[src/rtl/mem_bus_arbiter.sv]
// ============================================================================
// Module   : mem_bus_arbiter
// Purpose  : Shares one memory bus between instruction fetch (IF) and
//            load/store (LS), one outstanding transaction, LS priority.
//            Optional IF starvation guard enabled by ARB_STARVE_GUARD_EN.
// Revision : 1.0 - initial release
// ============================================================================
`default_nettype none

module mem_bus_arbiter #(
    parameter int BUS_WIDTH  = 32,
    parameter int DATA_WIDTH = 32,
    parameter int STARVE_MAX = 4
) (
    input  logic                    clk,
    input  logic                    rst_n,
    input  logic                    if_req,
    input  logic [BUS_WIDTH-1:0]    if_addr,
    input  logic                    cancel_if,
    output logic                    if_gnt,
    output logic                    if_rvalid,
    output logic [DATA_WIDTH-1:0]   if_rdata,
    input  logic                    ls_req,
    input  logic                    ls_we,
    input  logic [BUS_WIDTH-1:0]    ls_addr,
    input  logic [DATA_WIDTH-1:0]   ls_wdata,
    input  logic [DATA_WIDTH/8-1:0] ls_wmask,
    output logic                    ls_gnt,
    output logic                    ls_rvalid,
    output logic [DATA_WIDTH-1:0]   ls_rdata,
    output logic                    bus_req,
    output logic                    bus_we,
    output logic [BUS_WIDTH-1:0]    bus_addr,
    output logic [DATA_WIDTH-1:0]   bus_wdata,
    output logic [DATA_WIDTH/8-1:0] bus_wmask,
    input  logic                    bus_ready,
    input  logic                    bus_rvalid,
    input  logic [DATA_WIDTH-1:0]   bus_rdata
);

    typedef enum logic [4:0] {
        S_IDLE     = 5'b00001,
        S_ISSUE_IF = 5'b00010,
        S_ISSUE_LS = 5'b00100,
        S_WAIT_IF  = 5'b01000,
        S_WAIT_LS  = 5'b10000
    } state_t;

    localparam logic [2:0] STARVE_LIM = 3'(STARVE_MAX);

    state_t                  state_q, state_d;
    logic                    bus_req_q, bus_req_d;
    logic                    bus_we_q, bus_we_d;
    logic [BUS_WIDTH-1:0]    bus_addr_q, bus_addr_d;
    logic [DATA_WIDTH-1:0]   bus_wdata_q, bus_wdata_d;
    logic [DATA_WIDTH/8-1:0] bus_wmask_q, bus_wmask_d;
    logic                    drop_q, drop_d;
    logic                    if_eff;
    logic                    starve_hit;
    logic                    grant_ls;

    assign if_eff   = if_req && !cancel_if;
    // The starve guard can only flip priority when both sides are asking.
    assign grant_ls = ls_req && !(starve_hit && if_eff);

`ifdef ARB_STARVE_GUARD_EN
    logic [2:0] starve_q, starve_d;

    assign starve_hit = (starve_q == STARVE_LIM);

    always_comb begin
        starve_d = starve_q;
        if (if_gnt || (state_q == S_IDLE && !if_eff)) begin
            starve_d = 3'd0;
        end else if (ls_gnt && if_eff && starve_q != 3'd7) begin
            starve_d = starve_q + 3'd1;
        end
    end

    always_ff @(posedge clk) begin
        if (!rst_n) begin
            starve_q <= 3'd0;
        end else begin
            starve_q <= starve_d;
        end
    end
`else
    assign starve_hit = (STARVE_LIM == 3'd0) && 1'b0;
`endif

    always_comb begin
        state_d     = state_q;
        bus_req_d   = bus_req_q;
        bus_we_d    = bus_we_q;
        bus_addr_d  = bus_addr_q;
        bus_wdata_d = bus_wdata_q;
        bus_wmask_d = bus_wmask_q;
        drop_d      = drop_q;
        if_gnt      = 1'b0;
        if_rvalid   = 1'b0;
        if_rdata    = '0;
        ls_gnt      = 1'b0;
        ls_rvalid   = 1'b0;
        ls_rdata    = '0;
        // Combinational outputs are held at zero while reset is asserted.
        if (rst_n) begin
            case (state_q)
                S_IDLE: begin
                    if (grant_ls) begin
                        ls_gnt      = 1'b1;
                        bus_req_d   = 1'b1;
                        bus_we_d    = ls_we;
                        bus_addr_d  = ls_addr;
                        bus_wdata_d = ls_wdata;
                        bus_wmask_d = ls_wmask;
                        state_d     = S_ISSUE_LS;
                    end else if (if_eff) begin
                        if_gnt      = 1'b1;
                        bus_req_d   = 1'b1;
                        bus_we_d    = 1'b0;
                        bus_addr_d  = if_addr;
                        bus_wdata_d = '0;
                        bus_wmask_d = '0;
                        state_d     = S_ISSUE_IF;
                    end
                end
                S_ISSUE_IF: begin
                    if (cancel_if) drop_d = 1'b1;
                    if (bus_ready) begin
                        bus_req_d = 1'b0;
                        state_d   = S_WAIT_IF;
                    end
                end
                S_ISSUE_LS: begin
                    if (bus_ready) begin
                        bus_req_d = 1'b0;
                        state_d   = S_WAIT_LS;
                    end
                end
                S_WAIT_IF: begin
                    if (bus_rvalid) begin
                        if_rvalid = !drop_q && !cancel_if;
                        if_rdata  = bus_rdata;
                        drop_d    = 1'b0;
                        state_d   = S_IDLE;
                    end else if (cancel_if) begin
                        drop_d = 1'b1;
                    end
                end
                S_WAIT_LS: begin
                    if (bus_rvalid) begin
                        ls_rvalid = 1'b1;
                        ls_rdata  = bus_rdata;
                        state_d   = S_IDLE;
                    end
                end
                default: begin
                    bus_req_d = 1'b0;
                    state_d   = S_IDLE;
                end
            endcase
        end
    end

    always_ff @(posedge clk) begin
        if (!rst_n) begin
            state_q     <= S_IDLE;
            bus_req_q   <= 1'b0;
            bus_we_q    <= 1'b0;
            bus_addr_q  <= '0;
            bus_wdata_q <= '0;
            bus_wmask_q <= '0;
            drop_q      <= 1'b0;
        end else begin
            state_q     <= state_d;
            bus_req_q   <= bus_req_d;
            bus_we_q    <= bus_we_d;
            bus_addr_q  <= bus_addr_d;
            bus_wdata_q <= bus_wdata_d;
            bus_wmask_q <= bus_wmask_d;
            drop_q      <= drop_d;
        end
    end

    assign bus_req   = bus_req_q;
    assign bus_we    = bus_we_q;
    assign bus_addr  = bus_addr_q;
    assign bus_wdata = bus_wdata_q;
    assign bus_wmask = bus_wmask_q;

endmodule

`default_nettype wire

[config.mk]
export PLATFORM = sky130hd
export DESIGN_NAME = mem_bus_arbiter
export DESIGN_NICKNAME = d
export VERILOG_FILES = /design/src/rtl/mem_bus_arbiter.sv
export SDC_FILE = /design/constraint.sdc
export NUM_CORES = 1
export LEC_CHECK = 0
export CORE_MARGIN = 2
export CORE_UTILIZATION = 31
export DETAILED_ROUTE_END_ITERATION = 6
export PLACE_DENSITY_LB_ADDON = 0.2
export SKIP_CTS_REPAIR_TIMING = 1
export SYNTH_ARGS = -nofsm -noshare
export SYNTH_HDL_FRONTEND = slang
export SYNTH_SLANG_ARGS = --single-unit
export TNS_END_PERCENT = 10
[constraint.sdc]
create_clock -name clk -period 1.6 [get_ports clk]
set_clock_uncertainty 0.1 [all_clocks]
set_input_delay 0.32 -clock clk [delete_from_list [all_inputs] [get_ports clk]]
set_output_delay 0.32 -clock clk [all_outputs]
set_load 0.02 [all_outputs]
==> results of run 1 <==
-- cell usage after synthesis, drive strengths merged (2+ instances only) --
| library cell | count |
|---|---|
| dfxtp | 76 |
| nand2 | 70 |
| nor2 | 70 |
| nor2b | 38 |
| a22oi | 37 |
| mux2i | 33 |
| o211a | 33 |
| buf | 24 |
| clkbuf | 19 |
| o21ai | 4 |
| inv | 3 |
| nor3 | 3 |
| and2 | 2 |
| nand3b | 2 |
| nor3b | 2 |
| o221ai | 2 |
| xnor2 | 2 |
-- metrics by stage --
stage,std cells,setup slack [ns],hold WS [ns]
after CTS,870,-0.9647,0.3962
after detailed placement,854,-0.9103,0.3854
after global routing,878,-0.6007,0.4069
after floorplan,439,-0.1998,0.4052
after global placement,854,-0.8740,0.3785
final,879,-0.4938,0.3929
-- sequential cells by signal (all words and copies together) (netlist names) --
signal and flops:
bus_wmask 4, bus_req 1, bus_wdata 32, bus_addr 32, bus_we 1, drop_q 1, state_q 5
-- worst max-delay path, stage by stage, from the launching register on --
cell and delay, ns:
dfxtp_2 0.33, nor3_4 0.19, nand3b_1 0.24, buf_6 0.21
clkbuf_16 0.16, nor2_4 0.09, buf_6 0.12
-- power groups by stage --
| stage | logic (mW) | clock network (mW) | registers, mW |
|---|---|---|---|
| detailed placement | 2.00 | 0 | 2.28 |
| global route | 2.15 | 2.41 | 2.27 |
| global placement | 1.98 | 0 | 2.27 |
| floorplan | 0.767 | 0 | 2.53 |
| finish | 2.00 | 2.26 | 2.24 |
| CTS | 2.01 | 2.33 | 2.24 |
-- cells by family (layout without fill, tap and decap cells) --
kind of cell	count (synthesis)	count (layout)	synth area share
compound gates	88	88	0.2013
mux	33	33	0.08785
flops	76	76	0.4047
other cells	0	1	0
xor+xnor	2	2	0.004660
simple gates	194	194	0.2366
buf+inv	46	338	0.06489
-- metal layers --
metal / vias to the layer above / wire (um)
met2: 202 / 7183
li1: 2099 / -
met3: 16 / 1282
met1: 1952 / 5279
met5: - / 0
met4: 0 / 242
-- path summary, 6_finish.rpt --
check        slack (ns)         start      endpoint
max               -0.49    state_q[0]  if_rdata[24]
min                0.39  bus_addr[27]  bus_addr[27]
max reg2reg       -0.22    state_q[0]    state_q[1]
min reg2reg        0.39  bus_addr[27]  bus_addr[27]
-- final cells by class --
type	count	area, um2	area share
Sequential cell	76	1525	0.1913
Multi-Input combinational cell	317	2476	0.3106
Inverter	3	11.26	0.001413
Clock inverter	6	95.09	0.01193
Tap cell	147	183.9	0.02307
Antenna cell	1	2.502	0.0003139
Timing Repair Buffer	319	3438	0.4313
Clock buffer	10	239.0	0.02998
==> impl_metrics.toml, run 1 <==
[pwr]
netSwitchingFraction = 0.2936
share_clk_of_total_power = 0.348
total_leakage_power_nw = 4.308
intPower_mw = 4.594
max-vdd-ir-drop_mv = 0.5709
design_power_total_mw = 6.504
powerDensity_nw_per_um2 = 815.9
share_comb_of_total_power = 0.308
p_switching_mw = 1.910
power_frac_seq = 0.344

[timing]
timing.final.crit_share = 1.309
fmax_ghz = 0.4776
slew_headroom = 0.5942
tns_ns = -26.79
final_setup_vio_count = 98
min_clock_period_post_route_ns = 2.094
finalWorstSetupSlack_ns = -0.4938
worst_slew_pin_slew_ns = 0.6087
timing_hold_violations_final = 0
final_max_slew_violation_count = 0
setup_repair_after_global_routing_missed_its_margin = "true"

[global_routing]
vias_in_the_first_global_route = 4209
grt-busiest-layer = "met2"
antenna_violations_before_repair = 1
global_route.usage.met2 = 0.3516
globalRoute.totalOverflow = 0
grt_util_all_layers = 0.1980
wire_length_of_the_first_global_routing_pass_um = 20660
use_met1 = 0.2138
met3_usage = 0.07464
grt_max_degree = 70

[worst_setup_path]
largest_driver_fanout_on_the_critical_path = 5
rr_worst_depth = 7
criticalPathCategory = "reg2out"
crit_path_start_kind = "register"
critical_path.endpoint_type = "output pin"
worst-endpoint-required_ns = 1.18
cp.arrival_ns = 1.67

[job]
drv_cap = 0

[route]
detail-route-antenna-nets = 0
vias = 4269
vias_per_cell = 4.857
firstDrtPassIters = 7
drc = 0
routed_wl_um = 13990
dr.first_iter.drc_count = 183
avgRoutedWirePerCell_um = 15.91

[clock_network]
cts_max_path_buffers = 2
cts_tree = "yes"
cts.sink_count = 76
cts_buffers = 9
h_tree_level_count = 3
clk_transition_reported_paths_ns = 0.06
root_buffer = "clkbuf_16"
worst_skew_pair.late_latency_ns = 0.32

[logic_synthesis]
yosys_most_used_dff = "dfxtp_1"
netlist-cell-type-count = 39
yosysSeqAreaShare = 0.4047
synthTopCellsByArea = "dfxtp_1, mux2i_1, o211a_1"
post_synth_instance_area_um2 = 3760
async_reset_ff_frac = 0
synthDominantAreaCellType = "dfxtp_1"
ys_ff_latch = 76
postSynthNetCount = 579
synth_enable_flop_cells = 0
postSynthCellCount = 439
synth_largest_type_area_fraction = 0.4047
syn_avg_cell_area_um2 = 8.565
yosysWarningCount = 0

[finish]
layout-drive-gt1-share = 0.2996
most_frequent_standard_cell_in_the_layout_excluding_fill_and_tap_cells = "clkdlybuf4s50_1"
fin_nets = 866
layout_common_cells = "clkdlybuf4s50_1, dfxtp_1, dlymetal6s2s_1"
n_fill_cell = 928
area_growth_pct = 112.0
final_cell_area_um2 = 7971
final_core_util = 0.6692

[hold_path]
holdCritPathClass = "reg2reg"
hold_depth = 1

[floorplan]
die_h_um = 114.1
initial_core_util = 0.3157
design.core.area_um2 = 11910
std_cell_rows = 40
die_area_um2 = 13030
io_pins = 278
fp.dieW_um = 114.1

[placement]
dpl-instance-area_um2 = 7221
place_congestion = 0.8406
post_dp_hpwl_um = 10170
io_buffer_count = 277

[run_status]
violations_in_the_final_reports = "negative setup slack"
outcome = "finished, violations left"
(Power assumes the default switching activity.)
==> inputs of run 2 (changes only) <==
--- a/config.mk
+++ b/config.mk
@@ -5,8 +5,10 @@
 export SDC_FILE = /design/constraint.sdc
 export NUM_CORES = 1
 export LEC_CHECK = 0
+export ABC_AREA = 1
+export CAP_MARGIN = 30
 export CORE_MARGIN = 2
-export CORE_UTILIZATION = 31
+export CORE_UTILIZATION = 33
 export DETAILED_ROUTE_END_ITERATION = 6
 export PLACE_DENSITY_LB_ADDON = 0.2
 export SKIP_CTS_REPAIR_TIMING = 1
==> constraint.sdc (replaced) <==
create_clock -name clk -period 2.4 [get_ports clk]
set_clock_uncertainty 0.1 [all_clocks]
set_input_delay 0.48 -clock clk [delete_from_list [all_inputs] [get_ports clk]]
set_output_delay 0.48 -clock clk [all_outputs]
set_load 0.02 [all_outputs]
==> impl_metrics.toml, run 2 <==
[run_status]
outcome = "complete, no violations"

[worst_setup_path]
slowest_stage = "clkdlybuf4s50_1"
cp.arrival_ns = 1.75
crit_chain = "clkdlybuf4s50_1 > nand2_1 > nor2_1 > inv_1 > buf_12 > nor2_1 > dlymetal6s2s_1"
max_stage_delay_ns = 0.48
critical_path.endpoint_type = "output pin"
crit_path_start_kind = "input pin"
criticalPathCategory = "in2out"
setup.worst_path.start = "bus_rvalid"
timing.critical_path.mode_cell = "nor2_1"
worst-endpoint-required_ns = 1.82
worstReg2RegStart = "state_q[2]"
largest_driver_fanout_on_the_critical_path = 20

[logic_synthesis]
async_reset_ff_frac = 0
postSynthCellCount = 516
synth_common_cells = "nand2_1, dfxtp_1, nor2_1, inv_1, nand3_1"
yosysWarningCount = 0
syn_avg_cell_area_um2 = 6.811
synthDominantAreaCellType = "dfxtp_1"
yosys_most_used_dff = "dfxtp_1"
library_cell_with_the_highest_instance_count_after_synthesis = "nand2_1"
synth_largest_type_area_fraction = 0.4329
ys_ff_latch = 76
yosysSeqAreaShare = 0.4329
synthTopCellsByArea = "dfxtp_1, nand2_1, nor2_1"
postSynthNetCount = 656
synth_enable_flop_cells = 0
netlist-cell-type-count = 22
post_synth_instance_area_um2 = 3515

[timing]
final_max_slew_violation_count = 0
fmax_ghz = 0.4294
min_clock_period_post_route_ns = 2.329
finalWorstSetupSlack_ns = 0.07134
timing.final.crit_share = 0.9703
final_setup_vio_count = 0
tns_ns = 0
timing_hold_violations_final = 0
slew_headroom = 0.7553
worst_slew_pin_slew_ns = 0.3671

[finish]
most_frequent_standard_cell_in_the_layout_excluding_fill_and_tap_cells = "clkdlybuf4s50_1"
final-instance-count-excl-fill = 931
fin_nets = 930
antenna_cells_inserted = 0
final_cell_area_um2 = 6440
area_growth_pct = 83.23
layout_common_cells = "clkdlybuf4s50_1, nand2_1, dfxtp_1"
layout-drive-gt1-share = 0.1258
final_core_util = 0.6238

[global_routing]
grt_max_degree = 41
wire_length_of_the_first_global_routing_pass_um = 19420
globalRoute.totalOverflow = 0
vias_in_the_first_global_route = 4000
antenna_violations_before_repair = 0
grt_util_all_layers = 0.2102

[pwr]
powerDensity_nw_per_um2 = 886.8
max-vdd-ir-drop_mv = 0.4490
total_leakage_power_nw = 3.314

[clock_network]
h_tree_level_count = 3
cts_max_path_buffers = 2
cts_tree = "yes"
root_buffer = "clkbuf_8"
cts.sink_count = 76
worst_skew_pair.late_latency_ns = 0.33
clk_transition_reported_paths_ns = 0.09
cts_buffers = 9

[hold_path]
timing.hold.worst.start = "bus_wdata[3]"
holdCritPathClass = "reg2reg"

[route]
detail-route-antenna-nets = 0
avgRoutedWirePerCell_um = 13.79
firstDrtPassIters = 4
routed_wl_um = 12840
dr.first_iter.drc_count = 223
drc = 0
vias = 4271
vias_per_cell = 4.588

[floorplan]
die_h_um = 107.2
fp.dieW_um = 107.2
initial_core_util = 0.3404
std_cell_rows = 37
io_pins = 278
design.core.area_um2 = 10320
die_area_um2 = 11490

[placement]
dpl-instance-area_um2 = 6424
dp_slack_ns = -0.3480
post_dp_hpwl_um = 9847
dpl.cell_count = 915
place_congestion = 0.8612
io_buffer_count = 277

[job]
drv_cap = 0
run 2: cell types whose count changed after synthesis, moves of 4 or more:
cell | before | now
clkbuf_1 | 19 | 9
nand2_1 | 70 | 157
buf_2 | 15 | 9
buf_1 | 0 | 4
mux2i_1 | 33 | 0
nor2b_1 | 38 | 0
a22oi_1 | 37 | 0
a31oi_1 | 1 | 32
o211a_1 | 33 | 0
inv_1 | 3 | 47
o21ai_1 | 0 | 28
buf_6 | 5 | 12
nor2_1 | 70 | 76
nand3_1 | 1 | 45
run 2: area by class of cell:
cell class / count / area [um2]
Sequential cell: 76 / 1523
Clock buffer: 11 / 151.4
Multi-Input combinational cell: 354 / 1567
Fill cell: 942 / 3884
Inverter: 50 / 187.7
Clock inverter: 5 / 63.81
Tap cell: 136 / 170.2
Timing Repair Buffer: 299 / 2778
run 2: layer usage:
layer,wire (um),track usage,share of wire
met2,6733,0.4109,0.52
met1,4821,0.2144,0.38
met4,276,0.07143,0.021
met3,1010,0.05106,0.079
met5,0,0,0
run 2: kinds of logic (layout without fill, tap and decap cells):
| logic type | count (synthesis) | after routing | synth area share |
|---|---|---|---|
| buf+inv | 86 | 365 | 0.1228 |
| simple gates | 286 | 286 | 0.3343 |
| compound gates | 68 | 68 | 0.1100 |
| flops | 76 | 76 | 0.4329 |
run 2: final timing paths:
check / endpoint / slack (ns) / cells past startpoint
worst max-delay path: ls_rdata[30] / 0.07 / 7
worst min register to register: bus_wdata[3] / 0.37 / 2
worst min-delay path: bus_wdata[3] / 0.37 / 2
worst max register to register: bus_wdata[23] / 0.68 / 9
run 2: per-stage QoR:
| step | power [mW] | hold WS [ns] |
|---|---|---|
| floorplan | 3.462 | 0.3543 |
| global placement | 4.651 | 0.3497 |
| detailed placement | 4.709 | 0.3557 |
| CTS | 5.778 | 0.3684 |
| global route | 6.044 | 0.3867 |
| finish | 5.711 | 0.3653 |
run 2: power breakdown:
part | switching [mW] | leakage (nW) | internal (mW) | total (mW)
sequential | 0.211 | 0.625 | 1.68 | 1.89
combinational | 1.49 | 2.58 | 1.28 | 2.77
clock | 0.496 | 0.107 | 0.549 | 1.05
total | 2.20 | 3.31 | 3.51 | 5.71
run 2: critical path, delay by kind of cell:
kind | cells | cell delay [ns]
buffers and inverters | 4 | 0.98
and+or+nand+nor | 3 | 0.28
==> inputs of run 3 (changes only) <==
--- a/config.mk
+++ b/config.mk
@@ -10,6 +10,7 @@
 export CORE_MARGIN = 2
 export CORE_UTILIZATION = 33
 export DETAILED_ROUTE_END_ITERATION = 6
+export GPL_ROUTABILITY_DRIVEN = 0
 export PLACE_DENSITY_LB_ADDON = 0.2
 export SKIP_CTS_REPAIR_TIMING = 1
 export SYNTH_ARGS = -nofsm -noshare
==> results of run 3 <==
The final DEF is identical to that of run 2; final timing and power are the same.
